File: src/rtl/riscv_timer_unit_pkg.sv
// Shared definitions for the machine timer unit.
//  - regsel encodings for the three architected registers plus the reserved slot
//  - access size encodings (byte/half/word/double)
//  - ctrl register bit positions and reset constants
//  - lane_end(): one past the last byte lane touched by an aligned access
package riscv_timer_unit_pkg;

    typedef enum logic [1:0] {
        TIMER_MTIME    = 2'b00,
        TIMER_MTIMECMP = 2'b01,
        TIMER_CTRL     = 2'b10,
        TIMER_RSVD     = 2'b11
    } timer_regsel_e;

    typedef enum logic [1:0] {
        SZ_B = 2'b00,
        SZ_H = 2'b01,
        SZ_W = 2'b10,
        SZ_D = 2'b11
    } timer_size_e;

    localparam int          CTRL_EN_BIT      = 0;
    localparam int          CTRL_DIV_LSB     = 1;
    localparam int          PRESCALE_W_DEF   = 16;
    localparam logic [63:0] MTIME_RST        = 64'h0;
    localparam logic [63:0] MTIMECMP_RST_DEF = 64'hFFFF_FFFF_FFFF_FFFF;
    localparam logic        CTRL_EN_RST      = 1'b1;

    // Offset 7 with a double would give 15; upstream guarantees alignment, so
    // the result never exceeds 8 for legal requests, but 4 bits avoids overflow.
    function automatic logic [3:0] lane_end(input logic [2:0] offset, input logic [1:0] size);
        return {1'b0, offset} + (4'd1 << size);
    endfunction

endpackage

File: src/rtl/riscv_timer_unit_if.sv
// Timer port between the execute/memory stages (master) and the timer unit (slave).
//  i_riscv_timer_wren/rden  access requests
//  i_riscv_timer_regsel     register select
//  i_riscv_timer_offset     byte offset inside the 64-bit register
//  i_riscv_timer_size       access size
//  i_riscv_timer_wdata      right-aligned store data
//  o_riscv_timer_rdata      registered 64-bit read data
//  o_riscv_timer_rvalid     read data valid
interface riscv_timer_unit_if;
    logic        i_riscv_timer_wren;
    logic        i_riscv_timer_rden;
    logic [1:0]  i_riscv_timer_regsel;
    logic [2:0]  i_riscv_timer_offset;
    logic [1:0]  i_riscv_timer_size;
    logic [63:0] i_riscv_timer_wdata;
    logic [63:0] o_riscv_timer_rdata;
    logic        o_riscv_timer_rvalid;

    modport master (
        output i_riscv_timer_wren, i_riscv_timer_rden, i_riscv_timer_regsel,
               i_riscv_timer_offset, i_riscv_timer_size, i_riscv_timer_wdata,
        input  o_riscv_timer_rdata, o_riscv_timer_rvalid
    );

    modport slave (
        input  i_riscv_timer_wren, i_riscv_timer_rden, i_riscv_timer_regsel,
               i_riscv_timer_offset, i_riscv_timer_size, i_riscv_timer_wdata,
        output o_riscv_timer_rdata, o_riscv_timer_rvalid
    );
endinterface

File: src/rtl/riscv_timer_unit_prescaler.sv
// Prescaler for mtime: counts enabled cycles and pulses tick when the count
// reaches div, then restarts from 0 (div=0 -> tick every enabled cycle).
//  clk, rst_n  clock and asynchronous active-low reset
//  en          count enable (en=0 freezes the count)
//  div         terminal count
//  clear       force the count back to 0 on the next edge
//  tick        combinational: mtime should advance on this edge
module riscv_timer_prescaler
    import riscv_timer_unit_pkg::*;
#(
    parameter int PRESCALE_W = PRESCALE_W_DEF
) (
    input  logic                  clk,
    input  logic                  rst_n,
    input  logic                  en,
    input  logic [PRESCALE_W-1:0] div,
    input  logic                  clear,
    output logic                  tick
);

    logic [PRESCALE_W-1:0] cnt_reg;
    logic [PRESCALE_W-1:0] cnt_next;

    // tick uses the div/en currently held, so a ctrl write only changes the
    // rate from the following cycle.
    assign tick = en && (cnt_reg == div);

    always_comb begin
        cnt_next = cnt_reg;
        if (clear) begin
            cnt_next = '0;
        end else if (en) begin
            cnt_next = tick ? '0 : cnt_reg + 1'b1;
        end
    end

    always_ff @(posedge clk or negedge rst_n) begin
        if (!rst_n) begin
            cnt_reg <= '0;
        end else begin
            cnt_reg <= cnt_next;
        end
    end

endmodule

File: src/rtl/riscv_timer_unit.sv
// Memory-mapped machine timer (mtime, mtimecmp, ctrl) with registered reads
// and a level machine-timer interrupt.
//  i_riscv_timer_clk        clock
//  i_riscv_timer_rst        asynchronous active-low reset
//  i_riscv_timer_globstall  pipeline stall: port accesses are ignored, read outputs hold
//  bus                      timer port (slave side), see riscv_timer_unit_if
//  o_riscv_timer_irq        registered (mtime >= mtimecmp)
//  o_riscv_timer_mtime      current mtime register
module riscv_timer_unit
    import riscv_timer_unit_pkg::*;
#(
    parameter int          PRESCALE_W   = PRESCALE_W_DEF,
    parameter logic [63:0] MTIMECMP_RST = MTIMECMP_RST_DEF
) (
    input  logic               i_riscv_timer_clk,
    input  logic               i_riscv_timer_rst,
    input  logic               i_riscv_timer_globstall,
    riscv_timer_unit_if.slave  bus,
    output logic               o_riscv_timer_irq,
    output logic [63:0]        o_riscv_timer_mtime
);

    logic [63:0]           mtime_reg,    mtime_next;
    logic [63:0]           mtimecmp_reg, mtimecmp_next;
    logic                  ctrl_en_reg,  ctrl_en_next;
    logic [PRESCALE_W-1:0] ctrl_div_reg, ctrl_div_next;
    logic [63:0]           rdata_reg,    rdata_next;
    logic                  rvalid_reg,   rvalid_next;
    logic                  irq_reg,      irq_next;

    timer_regsel_e regsel;
    logic          wr_acc;
    logic          rd_acc;
    logic          tick;
    logic          cnt_clear;
    logic [3:0]    wr_end;
    logic [7:0]    lane_sel;
    logic [63:0]   wdata_shifted;
    logic [63:0]   sel_val;
    logic [63:0]   wr_merged;
    logic [63:0]   ctrl_val;

    assign regsel = timer_regsel_e'(bus.i_riscv_timer_regsel);
    assign wr_acc = bus.i_riscv_timer_wren && !i_riscv_timer_globstall;
    assign rd_acc = bus.i_riscv_timer_rden && !i_riscv_timer_globstall;

    // Unimplemented ctrl bits read as zero.
    assign ctrl_val = 64'({ctrl_div_reg, ctrl_en_reg});

    // Pre-update value of the selected register: the read data, and the base
    // for merging partial writes.
    always_comb begin
        sel_val = 64'h0;
        case (regsel)
            TIMER_MTIME:    sel_val = mtime_reg;
            TIMER_MTIMECMP: sel_val = mtimecmp_reg;
            TIMER_CTRL:     sel_val = ctrl_val;
            default:        sel_val = 64'h0;
        endcase
    end

    // Lane-mask generator: move right-aligned store data up to its byte offset
    // and replace only the lanes the access covers.
    assign wdata_shifted = bus.i_riscv_timer_wdata << {bus.i_riscv_timer_offset, 3'b000};
    assign wr_end        = lane_end(bus.i_riscv_timer_offset, bus.i_riscv_timer_size);

    generate
        for (genvar gi = 0; gi < 8; gi++) begin : g_lane
            assign lane_sel[gi] = (4'(gi) >= {1'b0, bus.i_riscv_timer_offset}) && (4'(gi) < wr_end);
            assign wr_merged[gi*8 +: 8] = lane_sel[gi] ? wdata_shifted[gi*8 +: 8] : sel_val[gi*8 +: 8];
        end
    endgenerate

    // Writing mtime restarts the prescale period as well as ctrl writes.
    assign cnt_clear = wr_acc && ((regsel == TIMER_MTIME) || (regsel == TIMER_CTRL));

    riscv_timer_prescaler #(
        .PRESCALE_W (PRESCALE_W)
    ) u_prescaler (
        .clk   (i_riscv_timer_clk),
        .rst_n (i_riscv_timer_rst),
        .en    (ctrl_en_reg),
        .div   (ctrl_div_reg),
        .clear (cnt_clear),
        .tick  (tick)
    );

    always_comb begin
        mtime_next    = mtime_reg;
        mtimecmp_next = mtimecmp_reg;
        ctrl_en_next  = ctrl_en_reg;
        ctrl_div_next = ctrl_div_reg;
        rdata_next    = rdata_reg;
        rvalid_next   = rvalid_reg;

        if (tick) begin
            mtime_next = mtime_reg + 64'd1;
        end

        // A port write to mtime overrides the increment on the same edge.
        if (wr_acc) begin
            case (regsel)
                TIMER_MTIME:    mtime_next = wr_merged;
                TIMER_MTIMECMP: mtimecmp_next = wr_merged;
                TIMER_CTRL: begin
                    ctrl_en_next  = wr_merged[CTRL_EN_BIT];
                    ctrl_div_next = wr_merged[CTRL_DIV_LSB +: PRESCALE_W];
                end
                default: ;
            endcase
        end

        // Read outputs freeze during a stall; otherwise rvalid is a one-cycle pulse.
        if (!i_riscv_timer_globstall) begin
            rvalid_next = rd_acc;
            if (rd_acc) begin
                rdata_next = sel_val;
            end
        end

        irq_next = (mtime_next >= mtimecmp_next);
    end

    always_ff @(posedge i_riscv_timer_clk or negedge i_riscv_timer_rst) begin
        if (!i_riscv_timer_rst) begin
            mtime_reg    <= MTIME_RST;
            mtimecmp_reg <= MTIMECMP_RST;
            ctrl_en_reg  <= CTRL_EN_RST;
            ctrl_div_reg <= '0;
            rdata_reg    <= 64'h0;
            rvalid_reg   <= 1'b0;
            irq_reg      <= 1'b0;
        end else begin
            mtime_reg    <= mtime_next;
            mtimecmp_reg <= mtimecmp_next;
            ctrl_en_reg  <= ctrl_en_next;
            ctrl_div_reg <= ctrl_div_next;
            rdata_reg    <= rdata_next;
            rvalid_reg   <= rvalid_next;
            irq_reg      <= irq_next;
        end
    end

    assign bus.o_riscv_timer_rdata  = rdata_reg;
    assign bus.o_riscv_timer_rvalid = rvalid_reg;
    assign o_riscv_timer_irq        = irq_reg;
    assign o_riscv_timer_mtime      = mtime_reg;

endmodule
File: src/flat_wrapper.sv
// flat-port wrapper written by rule: the top's interface ports become plain ports
module riscv_timer_unit_flat import riscv_timer_unit_pkg::*;
#(
    parameter int          PRESCALE_W   = PRESCALE_W_DEF,
    parameter logic [63:0] MTIMECMP_RST = MTIMECMP_RST_DEF
)
  (i_riscv_timer_clk, i_riscv_timer_rst, i_riscv_timer_globstall, o_riscv_timer_irq, o_riscv_timer_mtime, bus_i_riscv_timer_wren, bus_i_riscv_timer_rden, bus_i_riscv_timer_regsel, bus_i_riscv_timer_offset, bus_i_riscv_timer_size, bus_i_riscv_timer_wdata, bus_o_riscv_timer_rdata, bus_o_riscv_timer_rvalid);
  riscv_timer_unit_if bus_i ();
  input  logic i_riscv_timer_clk;
  input  logic i_riscv_timer_rst;
  input  logic i_riscv_timer_globstall;
  output logic o_riscv_timer_irq;
  output logic [63:0] o_riscv_timer_mtime;
  input wire logic [$bits(bus_i.i_riscv_timer_wren)-1:0] bus_i_riscv_timer_wren;
  input wire logic [$bits(bus_i.i_riscv_timer_rden)-1:0] bus_i_riscv_timer_rden;
  input wire logic [$bits(bus_i.i_riscv_timer_regsel)-1:0] bus_i_riscv_timer_regsel;
  input wire logic [$bits(bus_i.i_riscv_timer_offset)-1:0] bus_i_riscv_timer_offset;
  input wire logic [$bits(bus_i.i_riscv_timer_size)-1:0] bus_i_riscv_timer_size;
  input wire logic [$bits(bus_i.i_riscv_timer_wdata)-1:0] bus_i_riscv_timer_wdata;
  output wire logic [$bits(bus_i.o_riscv_timer_rdata)-1:0] bus_o_riscv_timer_rdata;
  output wire logic [$bits(bus_i.o_riscv_timer_rvalid)-1:0] bus_o_riscv_timer_rvalid;
  assign bus_i.i_riscv_timer_wren = bus_i_riscv_timer_wren;
  assign bus_i.i_riscv_timer_rden = bus_i_riscv_timer_rden;
  assign bus_i.i_riscv_timer_regsel = bus_i_riscv_timer_regsel;
  assign bus_i.i_riscv_timer_offset = bus_i_riscv_timer_offset;
  assign bus_i.i_riscv_timer_size = bus_i_riscv_timer_size;
  assign bus_i.i_riscv_timer_wdata = bus_i_riscv_timer_wdata;
  assign bus_o_riscv_timer_rdata = bus_i.o_riscv_timer_rdata;
  assign bus_o_riscv_timer_rvalid = bus_i.o_riscv_timer_rvalid;
  riscv_timer_unit #(.PRESCALE_W(PRESCALE_W), .MTIMECMP_RST(MTIMECMP_RST)) u_core (.i_riscv_timer_clk(i_riscv_timer_clk), .i_riscv_timer_rst(i_riscv_timer_rst), .i_riscv_timer_globstall(i_riscv_timer_globstall), .bus(bus_i), .o_riscv_timer_irq(o_riscv_timer_irq), .o_riscv_timer_mtime(o_riscv_timer_mtime));
endmodule
File: config.mk
export PLATFORM = sky130hd
export DESIGN_NAME = riscv_timer_unit_flat
export DESIGN_NICKNAME = d
export VERILOG_FILES = /design/src/rtl/riscv_timer_unit_pkg.sv /design/src/rtl/riscv_timer_unit_if.sv /design/src/rtl/riscv_timer_unit_prescaler.sv /design/src/rtl/riscv_timer_unit.sv /design/src/flat_wrapper.sv
export SDC_FILE = /design/constraint.sdc
export NUM_CORES = 1
export LEC_CHECK = 0
export CAP_MARGIN = 0
export CORE_MARGIN = 5
export CORE_UTILIZATION = 52
export CTS_BUF_LIST = sky130_fd_sc_hd__clkbuf_8
export DETAILED_ROUTE_END_ITERATION = 7
export GPL_TIMING_DRIVEN = 0
export PLACE_DENSITY = 0.83
export SYNTH_ARGS = -nofsm -noshare
export SYNTH_HDL_FRONTEND = slang
export SYNTH_SLANG_ARGS = --single-unit
File: constraint.sdc
create_clock -name i_riscv_timer_clk -period 3.4 [get_ports i_riscv_timer_clk]
set_clock_uncertainty 0.15 [all_clocks]
set_input_delay 0.68 -clock i_riscv_timer_clk [delete_from_list [all_inputs] [get_ports i_riscv_timer_clk]]
set_output_delay 0.68 -clock i_riscv_timer_clk [all_outputs]
set_load 0.005 [all_outputs]
==> impl_metrics.yaml <==
finish:
  final_area_um2: 20100
  final_common_cell: "nand2_1"
  finalNetCount: 2109
  area_growth_pct: 31.1
  fillers: 2208
  drive_above_1_share_pct: 23.2
  mostFrequentLayoutCells: "219 x nand2_1, 197 x clkdlybuf4s50_1, 183 x mux2i_1"
  antenna_cells: 0
  multi_input_area_um2: 9540
  seqCellArea_um2: 5780
yosys:
  synth_cells: 1650
  synth_flop_cell: "dfrtp_1"
  syn_area_um2: 15400
  synthTopCellsByArea: "dfrtp_1 26%, mux2i_1 13%, dfstp_2 11%, ha_1 5.6%, nand2_1 5.4%"
  ys_types: 60
  ys_seq_elements: 227
  synth_top_area_cell: "dfrtp_1"
  syn_avg_cell_area_um2: 9.31
  postSynth.asyncResetShare_pct: 100
  synth_seq_area_share_pct: 37.5
  synth_enable_flop_cells: 0
  yosys.area.top_type_share_pct: 26.4
  syn-num-nets: 1796
  ys_warn_count: 0
timing:
  setup_violations: 1
  period_needed_ns: 4.06
  slew_violations: 0
  slew-limit-headroom_pct: 33.4
  fmaxAchievable_ghz: 0.246
  fin_ws_ns: -0.658
  grt_setup_unrepaired: "yes"
  worst_pin_slew_ns: 0.999
  hold_viol: 0
  min_period_over_period_pct: 119
power:
  p_leak_nw: 9.12
  power.share.clock_pct: 21.4
  sw_frac_of_total_pct: 38.5
  pwr-share-seq_pct: 35.3
  p_per_area_nw_per_um2: 599
  peakVddDrop_v: 0.000379
  power.net_switching_mw: 4.65
  p_int_mw: 7.42
  power_frac_comb_pct: 43.3
  finalPower_mw: 12.1
clocking:
  cts_tree: "yes"
  clock_sinks: 227
  numCtsBuffers: 41
  clk_pin_slew_worst_paths_ns: 0.06
  root_buffer: "clkbuf_8"
  h-tree-depth: 2
  cts_max_path_buffers: 3
  insertion_delay_ns: 0.56
critical_path:
  cp_max_fo: 10
  critPathCaptureType: "flop"
  required_ns: 3.68
  path_class: "primary input to flop"
  cp_data_arrival_time_ns: 4.34
  setup.worst_path.start_class: "primary input"
global_routing:
  grt_pass1_vias: 14900
  globalRouteOverflowTotal: 0
  antenna_found_initial: 0
  grt_pass1_wl_mm: 90.2
  track_usage_pct: 35.3
  grt_max_degree: 88
detailed_routing:
  first_pass_iters: 5
  route.met3.wl_mm: 6.85
  drtAntennaViolNets: 0
  wl_mm: 60.9
  wl_met1_mm: 24.5
  routed_via_density: 6.31
  dr_wl_met2_mm: 25.9
  drc: 0
  highest_layer: "met4"
  wire_per_inst_um: 25.5
  vias: 15100
  drtIter0Drc: 1995
placement:
  dpl_cell_area_um2: 18000
  dp_hpwl_mm: 44.9
  port_buffers: 203
  gp_congestion: 1.06
die:
  ioPinCount: 206
  fp.coreArea_um2: 29400
  dieArea_um2: 33100
  fp.dieH_um: 182
  initial_core_util_pct: 52.2
  row_count: 63
  die_w_um: 182
status:
  status: "complete, but fails checks"
  violations: "setup timing"
run:
  maxCapViolCount: 0
hold_path:
  hold_class: "flop to flop"
==> cell type report <==
class / instances / share of cell area, %
plain buffers: 96 / 2.72
clock buffers: 48 / 3.28
clock inverters: 28 / 0.733
inverters: 68 / 1.27
multi-input cells: 1257 / 47.4
flip-flops and latches: 227 / 28.7
well taps: 390 / 2.42
repair buffers: 272 / 13.5
==> power by group through the flow <==
stage | clock network, mW | registers, mW | logic [mW]
6_report | 2.59 | 4.26 | 5.23
2_1_floorplan | 0 | 4.06 | 2.47
5_1_grt | 2.73 | 4.33 | 5.60
3_5_place_dp | 0 | 4.23 | 4.39
3_3_place_gp | 0 | 4.20 | 4.27
4_1_cts | 2.60 | 4.21 | 4.90
==> synth_stat cells, drive strengths merged (2+ instances only) <==
cell type and instances:
a211oi 12, a21o 10, a21oi 62, a311oi 3, a31oi 3, and2 4
and3 15, and4 8, buf 40, clkbuf 58, dfrtp 162, dfstp 65
ha 69, inv 68, mux2 66, mux2i 196, mux4 10, nand2 224
nand2b 7, nand3 35, nand4 34, nand4b 2, nor2 112, nor2b 10
nor3 37, nor3b 2, nor4 7, o2111ai 2, o211ai 8, o21a 58
o21ai 132, o22ai 15, or2 15, or3 4, xnor2 67, xor2 21
==> stage by stage <==
stage,cells,hold slack (ns),worst slack [ns],util [%],setup TNS [ns]
2_1_floorplan,1650,0.234,-0.677,-,-0.677
3_3_place_gp,2243,0.311,-8.09,60.9,-1687.88
3_5_place_dp,2245,0.320,-2.63,61.1,-56.01
4_1_cts,2366,0.334,-0.532,67.1,-0.791
5_1_grt,2386,0.351,-0.697,68.5,-0.697
6_report,2386,0.329,-0.658,68.5,-0.658
==> critical path, stage by stage <==
cell and delay, ns:
buf_2 0.15, clkbuf_4 0.21, buf_4 0.23, buf_2 0.24
a211oi_1 0.31, a21oi_2 0.12, nand2_1 0.09, o21ai_0 0.19
o21ai_0 0.45, mux2i_1 0.21, ha_1 0.26, a21oi_2 0.17
o21ai_0 0.09, a21o_1 0.18, a211oi_1 0.23, nor2_1 0.11
nor3_4 0.28, o21ai_2 0.11
==> final timing paths <==
| check | start | to | slack [ns] | cells past startpoint |
|---|---|---|---|---|
| setup reg to reg | u_core.o_riscv_timer_mtime[23]$_DFF_PN0_ | u_core.o_riscv_timer_irq$_DFF_PN0_ | -0.62 | 18 |
| hold reg to reg | u_core.bus.o_riscv_timer_rdata[57]$_DFFE_PN0P_ | u_core.bus.o_riscv_timer_rdata[57]$_DFFE_PN0P_ | 0.33 | 2 |
| setup / recovery | bus_i_riscv_timer_offset[1] | u_core.o_riscv_timer_irq$_DFF_PN0_ | -0.66 | 18 |
| min in group asynchronous | i_riscv_timer_rst | u_core.o_riscv_timer_mtime[2]$_DFF_PN0_ | 0.50 | 2 |
| hold / removal | u_core.bus.o_riscv_timer_rdata[57]$_DFFE_PN0P_ | u_core.bus.o_riscv_timer_rdata[57]$_DFFE_PN0P_ | 0.33 | 2 |
| max in group asynchronous | i_riscv_timer_rst | u_core.mtimecmp_reg[37]$_DFF_PN1_ | 1.38 | 4 |
==> what timing repair did <==
item	4_1_cts	5_1_grt
hold endpoints to repair	44	0
gates cloned	1	2
setup buffers	44	24
pin swaps	37	30
gates resized for setup	183	68
hold buffers	1	0
setup endpoints to repair	5	9
==> per-layer routing <==
| layer | global-route usage (%) | vias up |
|---|---|---|
| met3 | 8.35 | 235 |
| met1 | 48.3 | 7336 |
| met2 | 52.7 | 1019 |
| met4 | 17.6 | 0 |
| li1 | - | 6470 |
| met5 | 0 | - |
==> kinds of logic (layout without fill, tap and decap cells) <==
family / Yosys count / after routing / synth area share, %
AND/OR/NAND/NOR: 516 / 516 / 15.8
flip-flops: 227 / 227 / 37.5
buffers and inverters: 166 / 512 / 4.42
AO/OA/AOI/OAI: 311 / 311 / 12.4
adder cells (fa/ha/maj): 70 / 70 / 5.75
XOR/XNOR: 88 / 88 / 5.12
multiplexers: 272 / 272 / 19.1
Power figures use the tool's default switching activity.
